$ cat config.mk
export PLATFORM = sky130hd
export DESIGN_NAME = mem_op_controller
export DESIGN_NICKNAME = d
export VERILOG_FILES = /design/src/rtl/mem_op_pkg.sv /design/src/rtl/byte_lane_steer.sv /design/src/rtl/mem_op_controller.sv
export SDC_FILE = /design/constraint.sdc
export NUM_CORES = 1
export LEC_CHECK = 0
export ABC_AREA = 0
export BUFFER_PORTS_ARGS = -buffer_cell sky130_fd_sc_hd__buf_4
export CORE_MARGIN = 2
export CORE_UTILIZATION = 23
export CTS_CLUSTER_SIZE = 24
export DETAILED_ROUTE_END_ITERATION = 16
export GPL_TIMING_DRIVEN = 0
export PLACE_DENSITY = 0.46
export SYNTH_ARGS = -nofsm -noshare
export SYNTH_HDL_FRONTEND = slang
export SYNTH_HIERARCHICAL = 1
export SYNTH_SLANG_ARGS = --single-unit
$ cat constraint.sdc
create_clock -name Clk -period 2.4 [get_ports Clk]
set_input_delay 0.36 -clock Clk [delete_from_list [all_inputs] [get_ports Clk]]
set_output_delay 0.36 -clock Clk [all_outputs]
set_load 0.01 [all_outputs]
$ cat src/rtl/mem_op_pkg.sv
// mem_op_pkg: shared FSM encoding, transfer-size codes and direction constants.
package mem_op_pkg;

    typedef enum logic [1:0] {
        IDLE   = 2'b00,
        ACCESS = 2'b01,
        DONE   = 2'b10,
        ERROR  = 2'b11
    } state_t;

    localparam logic [1:0] SZ_BYTE = 2'b00;
    localparam logic [1:0] SZ_HALF = 2'b01;
    localparam logic [1:0] SZ_WORD = 2'b10;

    localparam logic RW_READ  = 1'b1;
    localparam logic RW_WRITE = 1'b0;

endpackage

$ cat src/rtl/byte_lane_steer.sv
// byte_lane_steer: big-endian lane steering between CPU-side data and the 32-bit RAM word.
//   size       - transfer size code (byte/half/word/reserved)
//   addr_lo    - byte offset within the word
//   wr_data    - store data, byte/halfword in the low bits
//   ram_rdata  - word read from RAM
//   ram_wdata  - store data replicated across lanes
//   byte_en    - lane enables for the addressed bytes
//   rd_data    - selected byte/halfword zero-extended
//   bad_req    - misaligned access or reserved size
module byte_lane_steer
    import mem_op_pkg::*;
(
    input  logic [1:0]  size,
    input  logic [1:0]  addr_lo,
    input  logic [31:0] wr_data,
    input  logic [31:0] ram_rdata,
    output logic [31:0] ram_wdata,
    output logic [3:0]  byte_en,
    output logic [31:0] rd_data,
    output logic        bad_req
);

    logic [31:0] byte_sh;

    always_comb begin
        // lane k sits at bits [31-8k:24-8k], so shift by 8*(3-k) to bring it to the bottom
        byte_sh   = ram_rdata >> {~addr_lo, 3'b000};
        ram_wdata = (size == SZ_BYTE) ? {4{wr_data[7:0]}} :
                    (size == SZ_HALF) ? {2{wr_data[15:0]}} : wr_data;
        byte_en   = (size == SZ_BYTE) ? (4'b1000 >> addr_lo) :
                    (size == SZ_HALF) ? (addr_lo[1] ? 4'b0011 : 4'b1100) :
                    (size == SZ_WORD) ? 4'b1111 : 4'b0000;
        rd_data   = (size == SZ_BYTE) ? {24'b0, byte_sh[7:0]} :
                    (size == SZ_HALF) ? {16'b0, addr_lo[1] ? ram_rdata[15:0] : ram_rdata[31:16]} :
                    ram_rdata;
        bad_req   = (size == 2'b11) ||
                    (size == SZ_HALF && addr_lo[0]) ||
                    (size == SZ_WORD && addr_lo != 2'b00);
    end

endmodule

$ cat src/rtl/mem_op_controller.sv
// mem_op_controller: runs one MFA/MOC memory transaction against a fixed-latency synchronous RAM.
//   Clk, Reset_n        - clock and asynchronous active-low reset
//   MFA, RW, Size, Addr - request from microcode (latched in IDLE)
//   WrData              - store data from MDR
//   RdData              - zero-extended load result, held until the next completed read
//   MOC, Err            - completion and error handshake back to the control unit
//   Ram_*               - RAM enable, direction, word address, write data, lane enables, read data
module mem_op_controller
    import mem_op_pkg::*;
#(
    parameter int ADDR_W      = 8,
    parameter int WAIT_CYCLES = 2
) (
    input  logic              Clk,
    input  logic              Reset_n,
    input  logic              MFA,
    input  logic              RW,
    input  logic [1:0]        Size,
    input  logic [ADDR_W-1:0] Addr,
    input  logic [31:0]       WrData,
    output logic [31:0]       RdData,
    output logic              MOC,
    output logic              Err,
    output logic              Ram_En,
    output logic              Ram_RW,
    output logic [ADDR_W-3:0] Ram_Addr,
    output logic [31:0]       Ram_WData,
    output logic [3:0]        Ram_ByteEn,
    input  logic [31:0]       Ram_RData
);

    state_t            state_q, state_d;
    logic [3:0]        cnt_q, cnt_d;
    logic              rw_q, rw_d;
    logic [1:0]        size_q, size_d;
    logic [ADDR_W-1:0] addr_q, addr_d;
    logic [31:0]       wdata_q, wdata_d;
    logic [31:0]       rd_data_q, rd_data_d;

    logic [1:0]  st_size;
    logic [1:0]  st_addr_lo;
    logic [31:0] st_wdata;
    logic [3:0]  st_be;
    logic [31:0] st_rdata;
    logic        st_bad;
    logic        in_access;
    logic        wr_access;

    // In IDLE the steerer looks at the live request so the alignment check
    // decides the branch on the latching edge; afterwards it sees the latched copy.
    assign st_size    = (state_q == IDLE) ? Size : size_q;
    assign st_addr_lo = (state_q == IDLE) ? Addr[1:0] : addr_q[1:0];

    byte_lane_steer u_steer (
        .size      (st_size),
        .addr_lo   (st_addr_lo),
        .wr_data   (wdata_q),
        .ram_rdata (Ram_RData),
        .ram_wdata (st_wdata),
        .byte_en   (st_be),
        .rd_data   (st_rdata),
        .bad_req   (st_bad)
    );

    always_comb begin
        state_d   = state_q;
        cnt_d     = cnt_q;
        rw_d      = rw_q;
        size_d    = size_q;
        addr_d    = addr_q;
        wdata_d   = wdata_q;
        rd_data_d = rd_data_q;
        case (state_q)
            IDLE: begin
                if (MFA) begin
                    rw_d    = RW;
                    size_d  = Size;
                    addr_d  = Addr;
                    wdata_d = WrData;
                    state_d = st_bad ? ERROR : ACCESS;
                    cnt_d   = 4'(WAIT_CYCLES - 1);
                end
            end
            ACCESS: begin
                if (cnt_q == 4'd0) begin
                    state_d = DONE;
                    if (rw_q == RW_READ) rd_data_d = st_rdata;
                end else begin
                    cnt_d = cnt_q - 4'd1;
                end
            end
            default: begin
                if (!MFA) state_d = IDLE;
            end
        endcase
    end

    always_ff @(posedge Clk or negedge Reset_n) begin
        if (!Reset_n) begin
            state_q   <= IDLE;
            cnt_q     <= '0;
            rw_q      <= 1'b0;
            size_q    <= '0;
            addr_q    <= '0;
            wdata_q   <= '0;
            rd_data_q <= '0;
        end else begin
            state_q   <= state_d;
            cnt_q     <= cnt_d;
            rw_q      <= rw_d;
            size_q    <= size_d;
            addr_q    <= addr_d;
            wdata_q   <= wdata_d;
            rd_data_q <= rd_data_d;
        end
    end

    assign in_access  = (state_q == ACCESS);
    assign wr_access  = in_access && (rw_q == RW_WRITE);
    assign Ram_En     = in_access;
    assign Ram_RW     = in_access && rw_q;
    assign Ram_Addr   = in_access ? addr_q[ADDR_W-1:2] : '0;
    assign Ram_WData  = wr_access ? st_wdata : 32'b0;
    assign Ram_ByteEn = wr_access ? st_be : 4'b0000;
    assign MOC        = (state_q == DONE) || (state_q == ERROR);
    assign Err        = (state_q == ERROR);
    assign RdData     = rd_data_q;

endmodule
==> qor.txt, run 1 <==
Detailed Route WL = 16000 um
# port buffers = 155
Most used DFF post-synth = dfrtp_1
M1 WL = 7030 um
Routed met2 length = 7470 um
async set-reset flop share out of synthesis = 1.00
reg2reg path depth = 8
final hold vios = 0
vias per cell = 4.44
# rows = 52
Setup TNS Final = -2070 ps
Iter 0 DRT Violations = 119
Netlist cell types = 44
power per cell area = 1480 nW/um^2
synthesized area = 4820 sq um
critical path peak fanout = 6
Layout Nets = 676
status = complete, but fails checks
GRT overflow = 0
CTS root buf = clkbuf_16
first-pass GRT wire length = 24300 um
slew of the pin with the lowest slew margin = 1090 ps
fraction of final layout cells sized beyond drive strength 1 = 0.599
period utilization = 1.06
Syn Inst Count = 413
htree depth = 3
DR vias = 3866
routability cong. = 0.799
WL per Instance = 18.4 um
post-synthesis sequential area ratio = 0.420
Clock Sinks = 81
Top Layer Used = met4
DRC = 0
number of global-route vias before repair = 4100
syn_nets = 493
initial antenna violation count = 0
Total Routing Usage GR = 0.147
cts bufs inserted = 9
f_max = 393 MHz
clk_skew = 8.18 ps
Diodes inserted = 0
Hold/Removal Path Class = input pin to asynchronous set/reset pin
Setup CP Type = flip-flop to primary output
worst r2r src = state_q[0]$_DFFE_PN0P_
I/O pin count = 156
Post-synth EDFFs = 0
Max Root-Sink Buffers = 2
Peak supply drop = 0.000601 V
Max Cap Viol = 0
hpwl dp = 11700 um
Worst R2R Setup Slack = 90 ps
WHS = 215 ps
failing checks = negative setup slack
Routed Antenna Nets = 0
Die ar. = 22200 sq um
Critical Path Start Type = flip-flop
Starting Density = 0.236
Yosys top cell area share = 0.420
Setup WS post-layout = -142 ps
worst path required time = 2040 ps
Layout area overhead = 48.3%
RSZ-0062 raised after global routing = true
# fillers = 2116
max-slew violation count = 0
largest cells by area after synthesis = dfrtp_1, mux2_2, mux2_4, and2_1, a22o_1
height of the die = 149 um
slew margin rel. = 0.274
post-synth top area cell = dfrtp_1
synthesized area per cell = 11.7 sq um
Ys Warns = 6
WP data arrival = 2180 ps
drt first pass iters = 4
Crit Reg-Reg Endpoint = RdData[2]$_DFFE_PN0P_
CTS tree = done
CTS hold repair buffers = 0
synthesized flop and latch total = 81
Worst setup EP type = primary output
Final Power = 10.6 mW
latest clock arrival within the worst-skew pair = 340 ps
largest net degree at the start of global routing = 82
core footprint = 20400 sq um
final setup violation count = 25
Pleak = 3.37 nW
final core utilization = 0.350
die span in x = 149 um
Tmin final = 2540 ps
Clock transition at path regs = 60 ps
Routed met3 length = 1270 um
[placed cells by master, fill, tap and decap left out, types with 2 or more instances in the layout]
master / instances
buf_4: 157
dfrtp_1: 79
mux2_2: 54
and2_1: 44
mux2_4: 42
buf_6: 28
and2_4: 21
a22o_1: 21
mux2i_1: 15
nand2_1: 14
a21oi_1: 12
clkbuf_16: 9
buf_12: 8
o21ai_1: 7
buf_2: 6
o22ai_1: 6
inv_1: 5
nor2_1: 5
buf_8: 5
a221o_1: 5
nor2_4: 4
o21ai_0: 4
clkbuf_4: 3
clkbuf_1: 3
a211oi_1: 3
clkinv_2: 3
nor2_2: 3
nor3b_1: 2
a21o_1: 2
nor2b_1: 2
ha_1: 2
clkbuf_8: 2
buf_16: 2
dfrtp_2: 2
[power breakdown]
group | internal [mW] | total, mW | switching [mW]
clock network | 0.726 | 1.29 | 0.568
logic | 3.89 | 6.73 | 2.84
registers | 2.05 | 2.54 | 0.484
[stage by stage]
stage	setup slack, ps	area (sq um)	std cells
final	-142	7150	871
after global routing	-218	7150	871
after CTS	-221	7060	869
after detailed placement	-497	6330	838
after global placement	-516	6330	838
after floorplan	59.6	4830	413
[registers in the layout (all words and copies together) (netlist names)]
| name | cells |
|---|---|
| addr_q | 8 |
| wdata_q | 32 |
| rw_q | 1 |
| state_q | 2 |
| size_q | 2 |
| RdData | 32 |
| cnt_q | 4 |
[worst max-delay path by stage]
stage	end	slack, ps	start
after floorplan	Ram_WData[11]	60	state_q[0]$_DFFE_PN0P_
after global placement	Ram_WData[28]	-520	state_q[0]$_DFFE_PN0P_
after detailed placement	Ram_WData[30]	-500	state_q[0]$_DFFE_PN0P_
after CTS	Ram_ByteEn[3]	-220	state_q[1]$_DFFE_PN0P_
after global routing	Ram_WData[14]	-220	state_q[0]$_DFFE_PN0P_
final	Ram_WData[15]	-140	state_q[0]$_DFFE_PN0P_
[logic make-up after synthesis]
kind of cell	after synthesis	synth area share
flip-flops	81	0.420
adder cells (fa/ha/maj)	2	0.00519
AND/OR/NAND/NOR	106	0.129
buffers and inverters	46	0.0664
multiplexers	112	0.283
AO/OA/AOI/OAI	66	0.0962
[cells in the mapped netlist, drive strengths merged (2+ instances only)]
cell and count:
a22o 21, nor3b 2, a221o 5, clkbuf 8, mux2 96, nor2b 2
ha 2, a21o 2, dfrtp 81, and2 65, nand2 15, a211oi 3
inv 6, a21oi 12, nand2b 2, o22ai 6, o21ai 13, buf 32
mux2i 15, nor2 12
[metal layers]
metal / track usage / vias to the layer above
met5: 0 / -
met4: 0.0443 / 0
met3: 0.0483 / 17
met2: 0.235 / 149
met1: 0.189 / 1887
li1: - / 1813
[layout make-up]
cell class | instances | area, sq um | area share
flip-flops and latches | 81 | 2030 | 0.284
repair buffers | 175 | 1470 | 0.205
inverters | 6 | 22.5 | 0.00315
clock inverters | 5 | 31.3 | 0.00437
plain buffers | 37 | 390 | 0.0546
clock buffers | 11 | 243 | 0.0339
well taps | 270 | 338 | 0.0472
multi-input cells | 286 | 2630 | 0.368
[critical path, cell delays in order, from the launching register on]
cell     delay (ps)
dfrtp_2         420
nor2_4          190
mux2_4          390
nor2_4          140
buf_8           150
mux2_4          310
and2_4          140
buf_6           110
[repair_timing]
| item | in CTS | in global routing |
|---|---|---|
| gates resized for setup | 95 | 30 |
| setup buffers | 15 | 4 |
| endpoints found under the setup margin | 59 | 40 |
| pin swaps | 9 | 10 |
| gates cloned | 2 | 0 |
Note: power is estimated with default switching activity, not from simulation.
==> run 2, diff against run 1 <==
--- a/config.mk
+++ b/config.mk
@@ -12,7 +12,7 @@
 export CTS_CLUSTER_SIZE = 24
 export DETAILED_ROUTE_END_ITERATION = 16
 export GPL_TIMING_DRIVEN = 0
-export PLACE_DENSITY = 0.46
+export PLACE_DENSITY = 0.44
 export SYNTH_ARGS = -nofsm -noshare
 export SYNTH_HDL_FRONTEND = slang
 export SYNTH_HIERARCHICAL = 1
==> constraint.sdc (replaced) <==
create_clock -name Clk -period 3 [get_ports Clk]
set_input_delay 0.45 -clock Clk [delete_from_list [all_inputs] [get_ports Clk]]
set_output_delay 0.45 -clock Clk [all_outputs]
set_load 0.01 [all_outputs]
==> qor.txt, run 2 (same netlist as run 1, synthesis figures left out) <==
Tmin final = 2860 ps
DRC = 0 (unchanged)
WP data arrival = 2410 ps (was 2180 ps)
Max Cap Viol = 0 (unchanged)
WHS = 305 ps (was 215 ps)
final setup violation count = 0 (was 25)
status = complete, no violations (was complete, but fails checks)
final hold vios = 0 (unchanged)
Worst setup startpoint = state_q[1]$_DFFE_PN0P_ (was state_q[0]$_DFFE_PN0P_)
hpwl dp = 11700 um (about the same)
drt first pass iters = 4 (unchanged)
routability cong. = 0.768 (was 0.799)
Worst setup EP type = primary output (unchanged)
fraction of final layout cells sized beyond drive strength 1 = 0.535 (was 0.599)
cell family with most CP delay = multiplexers (unchanged)
worst r2r src = state_q[1]$_DFFE_PN0P_ (was state_q[0]$_DFFE_PN0P_)
vias per cell = 4.44 (about the same)
Crit Reg-Reg Endpoint = RdData[6]$_DFFE_PN0P_ (was RdData[2]$_DFFE_PN0P_)
Worst R2R Setup Slack = 640 ps (was 90 ps)
switching share of power = 0.378 (was 0.369)
Iter 0 DRT Violations = 121 (was 119)
initial antenna violation count = 0 (unchanged)
Starting Density = 0.236 (unchanged)
reg2reg path depth = 9 (was 8)
Clock Sinks = 81 (unchanged)
f_max = 349 MHz
die span in x = 149 um (unchanged)
Peak supply drop = 0.000401 V (was 0.000601 V)
part of the power in registers = 0.266 (was 0.240)
htree depth = 3 (unchanged)
critical path peak fanout = 10 (was 6)
latest clock arrival within the worst-skew pair = 350 ps (was 340 ps)
# port buffers = 155 (unchanged)
most common cell after layout, fill and taps aside = buf_4 (unchanged)
Layout Nets = 663 (was 676)
max incr delay on CP = 450 ps (was 420 ps)
Routed Antenna Nets = 0 (unchanged)
power per cell area = 1140 nW/um^2 (was 1480 nW/um^2)
switching power = 2.87 mW (was 3.89 mW)
cts bufs inserted = 9 (unchanged)
WL per Instance = 18.3 um (was 18.4 um)
Detailed Route WL = 15700 um (was 16000 um)
worst path bufs/invs = 3 (was 2)
slew of the pin with the lowest slew margin = 1100 ps (was 1090 ps)
clk_skew = 11.1 ps (was 8.18 ps)
max-slew violation count = 0 (unchanged)
Comb power frac = 0.583 (was 0.637)
GRT overflow = 0 (unchanged)
core footprint = 20400 sq um (unchanged)
DR vias = 3808 (was 3866)
Layout area overhead = 38.7% (was 48.3%)
worst path required time = 2550 ps (was 2040 ps)
fin area = 6690 sq um (was 7150 sq um)
clock share of power = 0.151 (was 0.123)
number of global-route vias before repair = 4009 (was 4100)
CTS hold repair buffers = 0 (unchanged)
Critical Path Start Type = flip-flop (unchanged)
Setup WS pre-CTS = -79.4 ps (was -497 ps)
slew margin rel. = 0.267 (was 0.274)
WP depth = 8 (was 7)
Total Routing Usage GR = 0.143 (was 0.147)
non-filler cells in the finished layout = 857 (was 871)
crit-path cells = nor2_4 -> buf_4 -> mux2_4 -> nor2_4 -> buf_8 -> mux2_2 -> and2_1 -> buf_4 (was nor2_4 -> mux2_4 -> nor2_4 -> buf_8 -> mux2_4 -> and2_4 -> buf_6)
internal power = 4.72 mW (was 6.66 mW)
Diodes inserted = 0 (unchanged)
most frequent cells in the layout = buf_4, dfrtp_1, and2_1, mux2_2, mux2_4 (was buf_4, dfrtp_1, mux2_2)
I/O pin count = 156 (unchanged)
first-pass GRT wire length = 23600 um (was 24300 um)
period utilization = 0.954
Setup CP Type = flip-flop to primary output (unchanged)
RSZ-0062 raised after global routing = false (was true)
Clock transition at path regs = 60 ps (about the same)
# fillers = 2119 (was 2116)
placed insts = 838 (unchanged)
slowest CP cell = dfrtp_2 (unchanged)
Post-DP Area = 6330 sq um (about the same)
# rows = 52 (unchanged)
Worst Setup EP = Ram_WData[12] (was Ram_WData[15])
Die ar. = 22200 sq um (unchanged)
CTS tree = done (unchanged)
Hold/Removal Path Class = input pin to asynchronous set/reset pin (unchanged)
CTS root buf = clkbuf_16 (unchanged)
Pleak = 3.14 nW (was 3.37 nW)
height of the die = 149 um (unchanged)
largest net degree at the start of global routing = 82 (unchanged)
Setup WS post-layout = 138 ps (was -142 ps)
Max Root-Sink Buffers = 2 (unchanged)
## run 2: cell types whose count changed in the layout (fill, tap and decap cells not counted), moves of 5 or more
cell | previous run | this run
and2_1 | 44 | 65
and2_4 | 21 | 0
buf_12 | 8 | 3
buf_2 | 6 | 12
buf_4 | 157 | 171
buf_6 | 28 | 3
mux2_2 | 54 | 65
mux2_4 | 42 | 31
o21ai_0 | 4 | 12
o21ai_1 | 7 | 1
## run 2: cell type report
| class | instances | area, sq um | area share |
|---|---|---|---|
| Multi-Input combinational cell | 286 | 2500 | 0.373 |
| Inverter | 6 | 22.5 | 0.00337 |
| Timing Repair Buffer | 159 | 1190 | 0.178 |
| Tap cell | 270 | 338 | 0.0505 |
| Sequential cell | 81 | 2030 | 0.303 |
| Buffer | 40 | 309 | 0.0462 |
| Clock inverter | 5 | 63.8 | 0.00954 |
| Clock buffer | 10 | 239 | 0.0357 |
## run 2: worst min-delay path by stage
stage	endpoint	slack (ps)
3_3_place_gp	addr_q[2]$_DFFE_PN0P_	480
4_1_cts	wdata_q[11]$_DFFE_PN0P_	310
3_5_place_dp	wdata_q[21]$_DFFE_PN0P_	490
5_1_grt	wdata_q[12]$_DFFE_PN0P_	310
6_report	RdData[27]$_DFFE_PN0P_	310
2_1_floorplan	RdData[0]$_DFFE_PN0P_	150
## run 2: through the flow
stage               TNS, ps   util  power, mW
CTS                       0  0.326       7.68
global placement       -394  0.310       6.36
finish                    0  0.328       7.60
floorplan                 0      -       4.80
global route              0  0.328       8.16
detailed placement     -428  0.310       6.43
## run 2: power by group through the flow
| stage | logic, mW | registers, mW | clock network (mW) |
|---|---|---|---|
| 2_1_floorplan | 2.77 | 2.03 | 0 |
| 3_3_place_gp | 4.33 | 2.03 | 0 |
| 3_5_place_dp | 4.37 | 2.06 | 0 |
| 4_1_cts | 4.45 | 2.03 | 1.19 |
| 5_1_grt | 4.81 | 2.11 | 1.24 |
| 6_report | 4.43 | 2.02 | 1.15 |
## run 2: repair_timing
item / CTS / global route
hold endpoints to repair: 0 / 0
resized for setup: 9 / 2
pin swaps: 0 / 2
setup endpoints to repair: 27 / 9
setup buffers: 1 / 3
## run 2: routing by layer
metal / part of all wire / up-vias / global-route usage
met1: 0.44 / 1855 / 0.182
met4: 0.012 / 0 / 0.0362
li1: - / 1798 / -
met2: 0.45 / 141 / 0.224
met3: 0.11 / 14 / 0.0599
met5: 0 / - / 0
## run 2: worst register-to-register path, cell delays in order, from the launching register on
cell and delay [ps]:
dfrtp_2 450, nor2_4 140, buf_4 130, mux2_2 330, clkbuf_2 140, buf_2 200, mux4_2 290, o22ai_1 200
a21oi_1 100, mux2_4 260
==> run 3, diff against run 2 <==
--- a/config.mk
+++ b/config.mk
@@ -7,6 +7,7 @@
 export LEC_CHECK = 0
 export ABC_AREA = 0
 export BUFFER_PORTS_ARGS = -buffer_cell sky130_fd_sc_hd__buf_4
+export CORE_ASPECT_RATIO = 0.9
 export CORE_MARGIN = 2
 export CORE_UTILIZATION = 23
 export CTS_CLUSTER_SIZE = 24
==> qor.txt, run 3 (same netlist as run 1, synthesis figures left out) <==
routability cong. = 0.739 (was 0.768)
htree depth = 3 (unchanged)
# port buffers = 155 (unchanged)
Crit Reg-Reg Endpoint = RdData[4]$_DFFE_PN0P_ (was RdData[6]$_DFFE_PN0P_)
Layout Nets = 660 (was 663)
Setup WS post-layout = 117 ps (was 138 ps)
final hold vios = 0 (unchanged)
Iter 0 DRT Violations = 103 (was 121)
latest clock arrival within the worst-skew pair = 350 ps (about the same)
die span in x = 157 um (was 149 um)
Max Cap Viol = 0 (unchanged)
Setup TNS Final = 0 ps (unchanged)
core footprint = 20700 sq um (was 20400 sq um)
# fillers = 2171 (was 2119)
Detailed Route WL = 15700 um (about the same)
first-pass GRT wire length = 23800 um (was 23600 um)
clk_skew = 9.03 ps (was 11.1 ps)
WHS = 309 ps (was 305 ps)
status = complete, no violations (unchanged)
period utilization = 0.961 (was 0.954)
non-filler cells in the finished layout = 871 (was 857)
Layout area overhead = 38.8% (was 38.7%)
Pleak = 3.12 nW (was 3.14 nW)
CTS hold repair buffers = 0 (unchanged)
# rows = 50 (was 52)
Peak supply drop = 0.000454 V (was 0.000401 V)
Post-DP Area = 6350 sq um (was 6330 sq um)
number of global-route vias before repair = 4081 (was 4009)
WL per Instance = 18.0 um (was 18.3 um)
Diodes inserted = 0 (unchanged)
most common cell after layout, fill and taps aside = buf_4 (unchanged)
max incr delay on CP = 470 ps (was 450 ps)
Starting Density = 0.233 (was 0.236)
placed insts = 854 (was 838)
Worst R2R Setup Slack = 650 ps (was 640 ps)
GRT overflow = 0 (unchanged)
DRC = 0 (unchanged)
drt first pass iters = 4 (unchanged)
initial antenna violation count = 0 (unchanged)
Total Routing Usage GR = 0.144 (was 0.143)
final setup violation count = 0 (unchanged)
slew of the pin with the lowest slew margin = 1130 ps (was 1100 ps)
critical path peak fanout = 10 (unchanged)
Routed Antenna Nets = 0 (unchanged)
crit-path cells = nor2_4 -> mux2_2 -> buf_2 -> nor2_4 -> buf_8 -> mux2_2 -> and2_1 -> buf_4 (was nor2_4 -> buf_4 -> mux2_4 -> nor2_4 -> buf_8 -> mux2_2 -> and2_1 -> buf_4)
height of the die = 141 um (was 149 um)
RSZ-0062 raised after global routing = false (unchanged)
Worst setup EP type = primary output (unchanged)
CTS root buf = clkbuf_16 (unchanged)
Critical Path Start Type = flip-flop (unchanged)
worst path required time = 2550 ps (about the same)
Setup CP Type = flip-flop to primary output (unchanged)
f_max = 347 MHz (was 349 MHz)
slowest CP cell = dfrtp_2 (unchanged)
Max Root-Sink Buffers = 2 (unchanged)
I/O pin count = 156 (unchanged)
most frequent cells in the layout = buf_4, dfrtp_1, and2_1, mux2_2, mux2_4 (unchanged)
WP data arrival = 2430 ps (was 2410 ps)
fraction of final layout cells sized beyond drive strength 1 = 0.532 (was 0.535)
vias per cell = 4.31 (was 4.44)
reg2reg path depth = 7 (was 9)
DR vias = 3757 (was 3808)
Setup WS pre-CTS = -102 ps (was -79.4 ps)
slew margin rel. = 0.249 (was 0.267)
Clock Sinks = 81 (unchanged)
CTS tree = done (unchanged)
power per cell area = 1130 nW/um^2 (was 1140 nW/um^2)
Die ar. = 22200 sq um (about the same)
Tmin final = 2880 ps (was 2860 ps)
cell family with most CP delay = multiplexers (unchanged)
hpwl dp = 12000 um (was 11700 um)
fin area = 6700 sq um (was 6690 sq um)
cts bufs inserted = 9 (unchanged)
Hold/Removal Path Class = input pin to asynchronous set/reset pin (unchanged)
largest net degree at the start of global routing = 82 (unchanged)
worst r2r src = state_q[1]$_DFFE_PN0P_ (unchanged)
Clock transition at path regs = 60 ps (about the same)
max-slew violation count = 0 (unchanged)
worst path bufs/invs = 3 (unchanged)
run 3: cell count changes in the layout (fill, tap and decap cells not counted):
cell and change:
clkbuf_4 -1, clkbuf_1 +1, clkinv_4 -1, clkinvlp_4 +1, buf_2 -2
run 3: final cells by class:
| cell class | count | area, sq um | area share |
|---|---|---|---|
| clock inverters | 5 | 62.6 | 0.00934 |
| inverters | 6 | 22.5 | 0.00336 |
| repair buffers | 156 | 1170 | 0.175 |
| clock buffers | 11 | 243 | 0.0362 |
| well taps | 286 | 358 | 0.0534 |
| flip-flops and latches | 81 | 2030 | 0.303 |
| multi-input cells | 286 | 2500 | 0.373 |
| plain buffers | 40 | 314 | 0.0469 |
run 3: routing by layer:
layer	up-vias	routed length (um)	track usage
met2	136	7040	0.227
met1	1825	6940	0.184
met3	12	1580	0.0632
li1	1784	-	-
met5	-	0	0
met4	0	164	0.0319
run 3: timing repair:
item,4_1_cts,5_1_grt
setup endpoints to repair,20,14
resized for setup,9,7
setup buffers,1,0
cloned,0,0
pin swaps,1,1
run 3: power by group:
part           switching (mW)  internal (mW)  leakage (nW)
Combinational            2.00           2.40          1.99
Sequential              0.393           1.64         0.992
Clock                   0.475          0.673         0.142
run 3: per-stage QoR:
stage | utilization | power (mW)
final | 0.323 | 7.58
after detailed placement | 0.306 | 6.44
after floorplan | - | 4.80
after CTS | 0.323 | 7.70
after global placement | 0.306 | 6.37
after global routing | 0.323 | 8.15
run 3: worst max-delay path by stage:
stage	from	endpoint	slack, ps	cells past startpoint
2_1_floorplan	state_q[0]$_DFFE_PN0P_	Ram_WData[11]	440	7
3_3_place_gp	state_q[0]$_DFFE_PN0P_	Ram_WData[11]	-60	8
3_5_place_dp	state_q[0]$_DFFE_PN0P_	Ram_WData[13]	-100	8
4_1_cts	state_q[0]$_DFFE_PN0P_	Ram_WData[27]	40	8
5_1_grt	state_q[0]$_DFFE_PN0P_	Ram_WData[13]	10	8
6_report	state_q[1]$_DFFE_PN0P_	Ram_WData[11]	120	8
run 3: worst reg2reg max path: stages (launching register included):
cell and delay [ps]:
dfrtp_2 470, nor2_4 190, mux2_2 340, buf_2 170, or4b_1 610, nor2_1 130
a211oi_1 60, mux2_4 260
